===== src/rtl/spi_flash_reader.sv =====
// spi_flash_reader
//
// SPI mode-0 master that reads a contiguous byte range from a serial NOR flash
// and streams the received bytes to fabric logic. Issues Read (0x03) with a
// 24-bit address, single-bit I/O, MSB first.
//
// Build option: define FAST_READ_EN to issue Fast Read (0x0B) with 8 dummy
// clocks between the address and the data phase.
//
// Parameters:
//   CLK_DIV  SCLK half-period in clk cycles (>= 1), SCLK = clk / (2*CLK_DIV)
//   LEN_W    width of the byte-count input
//
// Ports:
//   clk       system clock, rising edge
//   rst_n     asynchronous active-low reset
//   start     request pulse, sampled only while busy = 0
//   addr      flash start address, captured with start
//   len       number of bytes to read, captured with start (0 = no transfer)
//   busy      high from the cycle after acceptance through the CS-high guard
//   done      one-cycle pulse at transaction end
//   rd_data   received byte, valid while rd_valid = 1
//   rd_valid  one-cycle pulse per received byte, no backpressure
//   cson      flash chip select, active low
//   sclk      SPI clock, idles low
//   sdo       master-out data
//   sdi       master-in data

module spi_flash_reader #(
  parameter int unsigned CLK_DIV = 2,
  parameter int unsigned LEN_W   = 16
) (
  input  logic             clk,
  input  logic             rst_n,
  input  logic             start,
  input  logic [23:0]      addr,
  input  logic [LEN_W-1:0] len,
  output logic             busy,
  output logic             done,
  output logic [7:0]       rd_data,
  output logic             rd_valid,
  output logic             cson,
  output logic             sclk,
  output logic             sdo,
  input  logic             sdi
);

  // One counter serves the sclk half-period, the CS tail and the guard time.
  localparam int unsigned CntW = $clog2(2 * CLK_DIV);
  localparam logic [CntW-1:0] HalfLast  = CntW'(CLK_DIV - 1);
  localparam logic [CntW-1:0] GuardLast = CntW'(2 * CLK_DIV - 1);

`ifdef FAST_READ_EN
  localparam logic [7:0] Cmd = 8'h0B;
`else
  localparam logic [7:0] Cmd = 8'h03;
`endif

  typedef enum logic [2:0] {
    StIdle,
    StCmd,
    StAddr,
`ifdef FAST_READ_EN
    StDummy,
`endif
    StData,
    StTail,
    StGuard
  } state_e;

  state_e            state_q, state_d;
  logic [CntW-1:0]   cnt_q, cnt_d;
  logic [4:0]        bit_q, bit_d;
  logic              sclk_q, sclk_d;
  logic              cson_q, cson_d;
  logic              busy_q, busy_d;
  logic              done_q, done_d;
  logic              rd_valid_q, rd_valid_d;
  logic [7:0]        rd_data_q, rd_data_d;
  logic [31:0]       shout_q, shout_d;
  logic [7:0]        shin_q, shin_d;
  logic [LEN_W-1:0]  bytes_q, bytes_d;
  logic              byte_rdy_q, byte_rdy_d;

  logic              half_tick;
  logic              fall;
  logic [CntW-1:0]   cnt_step;

  assign half_tick = (cnt_q == HalfLast);
  // A falling sclk edge is the end of a high phase: sdi is sampled and sdo
  // advances on this same clk edge, so sdo only ever changes while sclk is low.
  assign fall      = half_tick & sclk_q;
  assign cnt_step  = half_tick ? '0 : cnt_q + CntW'(1);

  always_comb begin
    state_d    = state_q;
    cnt_d      = cnt_q;
    bit_d      = bit_q;
    sclk_d     = sclk_q;
    cson_d     = cson_q;
    busy_d     = busy_q;
    done_d     = 1'b0;
    shout_d    = shout_q;
    shin_d     = shin_q;
    bytes_d    = bytes_q;
    byte_rdy_d = 1'b0;
    // A completed byte is published one cycle after its last sample.
    rd_valid_d = byte_rdy_q;
    rd_data_d  = byte_rdy_q ? shin_q : rd_data_q;

    unique case (state_q)
      StIdle: begin
        if (start) begin
          if (len != '0) begin
            state_d = StCmd;
            cnt_d   = '0;
            bit_d   = '0;
            sclk_d  = 1'b0;
            cson_d  = 1'b0;
            busy_d  = 1'b1;
            shout_d = {Cmd, addr};
            bytes_d = len;
          end else begin
            done_d = 1'b1;
          end
        end
      end

      StCmd: begin
        cnt_d  = cnt_step;
        sclk_d = sclk_q ^ half_tick;
        if (fall) begin
          shout_d = {shout_q[30:0], 1'b0};
          bit_d   = bit_q + 5'd1;
          if (bit_q == 5'd7) begin
            bit_d   = '0;
            state_d = StAddr;
          end
        end
      end

      StAddr: begin
        cnt_d  = cnt_step;
        sclk_d = sclk_q ^ half_tick;
        if (fall) begin
          // Zero fill leaves sdo low for the dummy and data phases.
          shout_d = {shout_q[30:0], 1'b0};
          bit_d   = bit_q + 5'd1;
          if (bit_q == 5'd23) begin
            bit_d   = '0;
`ifdef FAST_READ_EN
            state_d = StDummy;
`else
            state_d = StData;
`endif
          end
        end
      end

`ifdef FAST_READ_EN
      StDummy: begin
        cnt_d  = cnt_step;
        sclk_d = sclk_q ^ half_tick;
        if (fall) begin
          bit_d = bit_q + 5'd1;
          if (bit_q == 5'd7) begin
            bit_d   = '0;
            state_d = StData;
          end
        end
      end
`endif

      StData: begin
        cnt_d  = cnt_step;
        sclk_d = sclk_q ^ half_tick;
        if (fall) begin
          shin_d = {shin_q[6:0], sdi};
          bit_d  = bit_q + 5'd1;
          if (bit_q == 5'd7) begin
            bit_d      = '0;
            byte_rdy_d = 1'b1;
            bytes_d    = bytes_q - LEN_W'(1);
            if (bytes_q == LEN_W'(1)) begin
              state_d = StTail;
            end
          end
        end
      end

      StTail: begin
        cnt_d = cnt_q + CntW'(1);
        if (half_tick) begin
          cnt_d   = '0;
          cson_d  = 1'b1;
          done_d  = 1'b1;
          state_d = StGuard;
        end
      end

      StGuard: begin
        cnt_d = cnt_q + CntW'(1);
        if (cnt_q == GuardLast) begin
          cnt_d   = '0;
          busy_d  = 1'b0;
          state_d = StIdle;
        end
      end

      default: begin
        state_d = StIdle;
      end
    endcase
  end

  always_ff @(posedge clk or negedge rst_n) begin
    if (!rst_n) begin
      state_q    <= StIdle;
      cnt_q      <= '0;
      bit_q      <= '0;
      sclk_q     <= 1'b0;
      cson_q     <= 1'b1;
      busy_q     <= 1'b0;
      done_q     <= 1'b0;
      rd_valid_q <= 1'b0;
      rd_data_q  <= '0;
      shout_q    <= '0;
      shin_q     <= '0;
      bytes_q    <= '0;
      byte_rdy_q <= 1'b0;
    end else begin
      state_q    <= state_d;
      cnt_q      <= cnt_d;
      bit_q      <= bit_d;
      sclk_q     <= sclk_d;
      cson_q     <= cson_d;
      busy_q     <= busy_d;
      done_q     <= done_d;
      rd_valid_q <= rd_valid_d;
      rd_data_q  <= rd_data_d;
      shout_q    <= shout_d;
      shin_q     <= shin_d;
      bytes_q    <= bytes_d;
      byte_rdy_q <= byte_rdy_d;
    end
  end

  assign busy     = busy_q;
  assign done     = done_q;
  assign rd_data  = rd_data_q;
  assign rd_valid = rd_valid_q;
  assign cson     = cson_q;
  assign sclk     = sclk_q;
  assign sdo      = shout_q[31];

endmodule


===== config.mk =====
export PLATFORM = sky130hd
export DESIGN_NAME = spi_flash_reader
export DESIGN_NICKNAME = d
export VERILOG_FILES = /design/src/rtl/spi_flash_reader.sv
export SDC_FILE = /design/constraint.sdc
export NUM_CORES = 1
export LEC_CHECK = 0
export ABC_AREA = 0
export CELL_PAD_IN_SITES_DETAIL_PLACEMENT = 1
export CELL_PAD_IN_SITES_GLOBAL_PLACEMENT = 1
export CORE_MARGIN = 2
export CORE_UTILIZATION = 42
export CTS_CLUSTER_SIZE = 10
export DETAILED_ROUTE_END_ITERATION = 8
export PLACE_DENSITY_LB_ADDON = 0.08
export SYNTH_ARGS = -nofsm -noshare
export SYNTH_HDL_FRONTEND = slang
export SYNTH_SLANG_ARGS = --single-unit

===== constraint.sdc =====
create_clock -name clk -period 6.4 [get_ports clk]
set_input_delay 0.64 -clock clk [delete_from_list [all_inputs] [get_ports clk]]
set_output_delay 0.64 -clock clk [all_outputs]
set_load 0.01 [all_outputs]

==> impl_summary.txt <==
----------------------------------------------------
[Outcome]
  Outcome ... finished, final reports clean

[Timing]
  Share of the clock period used by the worst path ... between 40% and 50%
  Clock period minus final worst setup slack ... 3.03 ns
  Number of pins with negative max-slew slack in the final report ... 0
  Final sum of negative setup slack ... 0 ns
  Count of final hold-check violations ... 0
  Worst slew margin relative to its limit ... around a fifth
  Final setup slack of the worst path ... 3.37 ns
  F_max ... 331 MHz
  Setup repair after global routing missed its margin ... no
  Clock Skews ... between 0.009 and 0.01 ns
  Final-report setup violation count ... 0
  Transition time of the tightest slew-check pin ... 1.19 ns

[Global routing]
  Wire length of the first global-routing pass ... between 15000 and 20000 microns
  Total routing resource utilization after global routing ... a little over a fifth
  Via count of the first global-routing pass ... between 3000 and 4000
  Initial antenna violation count ... 0
  Pin count of the biggest net entering global routing ... approximately 80
  Total congestion overflow ... 0

[Synth]
  Async SR Flop Fraction ... 100%
  Sequential fraction of the synthesis area ... between 40% and 50%
  Number of cells produced by synthesis ... 403
  Number of distinct library cells after synthesis ... 65
  Mapped Nets ... 454
  Primary FF master, synth ... dfrtp_1
  Register bit count reported by yosys ... 80
  Synthesized cell area ... 4150 sq um
  Synthesis warning total ... 0
  List of most frequent post-synthesis cells ... dfrtp_1 (79), nand2_1 (45), mux2i_1 (29)
  Top post-synthesis cells by area ... dfrtp_1 (48%), mux2i_1 (7.0%), mux2_2 (4.3%)
  Leading cell type by number of instances after synthesis ... dfrtp_1
  Top cell type's share of synthesized area ... 47.7%
  Number of flops mapped to enable cells by yosys ... 0
  Biggest area consumer among synthesized cells ... dfrtp_1
  Mean area per synthesized cell ... between 10 and 15 sq um

[Final layout]
  Final nets ... between 400 and 500
  Area growth from synthesis to layout ... 19.3%
  Antenna Cells ... 0
  Fraction of final layout cells with drive strength greater than 1 ... 10.4%

[Floorplanning]
  Full die area ... ~11000 sq um
  Boundary pin count ... between 50 and 60
  Number of cell rows ... 36
  Horiz. Die Dim ... a little over 100 microns
  Die height ... 103 microns
  Initial cell density of the core ... between 40% and 50%
  Area of the core ... approximately 9700 sq um

[Placed design]
  Final RePlAce weighted congestion ... roughly 0.81
  Detailed placement HPWL ... roughly 7000 microns
  Post-placement setup slack ... 3.02 ns
  Number of input and output port buffers inserted ... 57

[Setup path]
  Kind of start point of the critical path ... flop
  Critical Path AT ... 3.25 ns
  Required time of the worst setup path ... roughly 6.6 ns
  Kind of end point of the critical path ... flop
  Crit Path Class ... flop to flop
  Largest fanout on the critical path ... 17

[CTS]
  Hold-fix buffers, CTS ... 0
  Number of buffers inserted during clock tree synthesis ... 9
  Clock Tree Root ... clkbuf_8
  Clock tree from TritonCTS ... done
  Postcts setup bufs ... 0
  Clock-pin slew of the registers on the worst-case setup and hold paths ... ~0.08 ns
  Worst-skew pair later-pin latency ... around 0.36 ns
  Number of buffers on the longest clock path ... 2
  Number of levels the H-tree was split into ... 3
  CTS Sinks ... 80
  Count of instances resized after the clock tree is built ... 0

[Route]
  TritonRoute pass-1 iters ... 4
  Via Count ... around 3300
  DRC violations left ... 0
  Post-detailed-route wirelength per cell ... around 18 microns
  Via density per instance ... approximately 5.7
  Routed wire length ... 10300 microns
  Number of violations reported at the end of detailed-routing iteration 0 ... roughly 130
  Antenna viol nets, final ... 0

[Power and ir drop]
  Pwr dens ... about 360 nW/um^2
  Worst IR Drop VDD ... 0.167 mV
  Leakage power ... slightly above 2 nW

[Run]
  Max capacitance violation total ... 0

[Worst hold path]
  Classification of the worst-slack hold path ... input port to async pin

----------------------------------------------------
[critical path, cell delays in order, from the launching register on]
cell      delay (ns)
dfrtp_1         0.43
inv_1           0.07
ha_1            0.21
ha_1            0.67
and4b_1         0.36
nand3_1         0.21
o41ai_1         0.58
o21ai_0         0.18
a21boi_1        0.16
[through the flow]
step                total power (W)  hold slack, ns  cell area, sq um  util [%]  cells
floorplan                   0.00127           0.344              4150         -    403
finish                      0.00179           0.440              4950      51.1    583
detailed placement          0.00145           0.476              4770      49.3    569
global route                0.00194           0.512              4950      51.1    583
global placement            0.00141           0.467              4770      49.3    569
CTS                         0.00182           0.494              4950      51.1    583
[flip-flops by register name (all words and copies together), names as in the netlist]
| register | count |
|---|---|
| busy | 1 |
| rd_valid | 1 |
| sclk | 1 |
| rd_data | 8 |
| cson | 1 |
| byte_rdy_q | 1 |
| done | 1 |
| bytes_q | 16 |
| shout_q | 32 |
| shin_q | 8 |
| state_q | 3 |
| cnt_q | 2 |
| bit_q | 5 |
[metal layers]
layer / GRT usage (%) / share of wire, %
met1: 27.8 / 48
met2: 34.4 / 48
met3: 4.10 / 2.5
met4: 7.09 / 1.6
met5: 0 / 0
[cell usage in the layout, fill, tap and decap left out, types with 2 or more instances in the layout]
master	count
a211oi_1	4
o211ai_1	2
inv_1	12
o22ai_1	2
clkinv_2	2
nor2_1	25
o21ai_0	17
nand2_1	45
o221a_2	2
nand4b_1	2
nor4_2	4
xnor2_1	2
o21ai_1	25
nand3b_1	3
a21oi_1	15
ha_1	7
a32o_1	8
nor2_4	2
nand3_1	8
clkdlybuf4s50_1	56
o22a_1	4
a31oi_1	7
or3_1	2
clkbuf_8	9
nand4_1	3
dfrtp_1	79
mux2i_1	29
a41oi_1	2
mux2_2	16
nor4_1	10
nor3_1	9
[area by class of cell]
class	count	area (sq um)
clock buffers	10	128
clock inverters	4	47.5
fillers	1079	4730
inverters	12	45.0
multi-input cells	287	1990
flip-flops and latches	80	2000
well taps	133	166
repair buffers	57	568
[power by group]
| group | leakage [nW] | internal, W | switching [W] |
|---|---|---|---|
| Clock | 0.0880 | 0.000175 | 0.000186 |
| Sequential | 0.981 | 0.000669 | 0.000158 |
| Combinational | 0.975 | 0.000281 | 0.000324 |
[final timing paths]
path | start | endpoint | slack, ns | cells after the start
worst min-delay path | rst_n | rd_data[5]$_DFFE_PN0P_ | 0.44 | 1
worst max-delay path | cnt_q[1]$_DFFE_PN0P_ | bytes_q[6]$_DFFE_PN0P_ | 3.37 | 8
max in group asynchronous | rst_n | state_q[0]$_DFFE_PN0P_ | 5.28 | 1
worst min register to register | shout_q[0]$_DFFE_PN0P_ | shout_q[0]$_DFFE_PN0P_ | 0.49 | 2
worst max register to register | cnt_q[1]$_DFFE_PN0P_ | bytes_q[6]$_DFFE_PN0P_ | 3.37 | 8
min in group clk | shout_q[0]$_DFFE_PN0P_ | shout_q[0]$_DFFE_PN0P_ | 0.49 | 2
[logic make-up after synthesis]
kind of cell / Yosys count / synth area share, %
buffers and inverters: 36 / 3.86
DFF: 80 / 48.3
adders and majority gates: 8 / 2.35
AOI/OAI and AO/OA: 104 / 17.2
and+or+nand+nor: 127 / 16.2
xor gates and xnor gates: 2 / 0.422
muxes: 46 / 11.6
No activity file was read; power rests on OpenSTA's default activity.
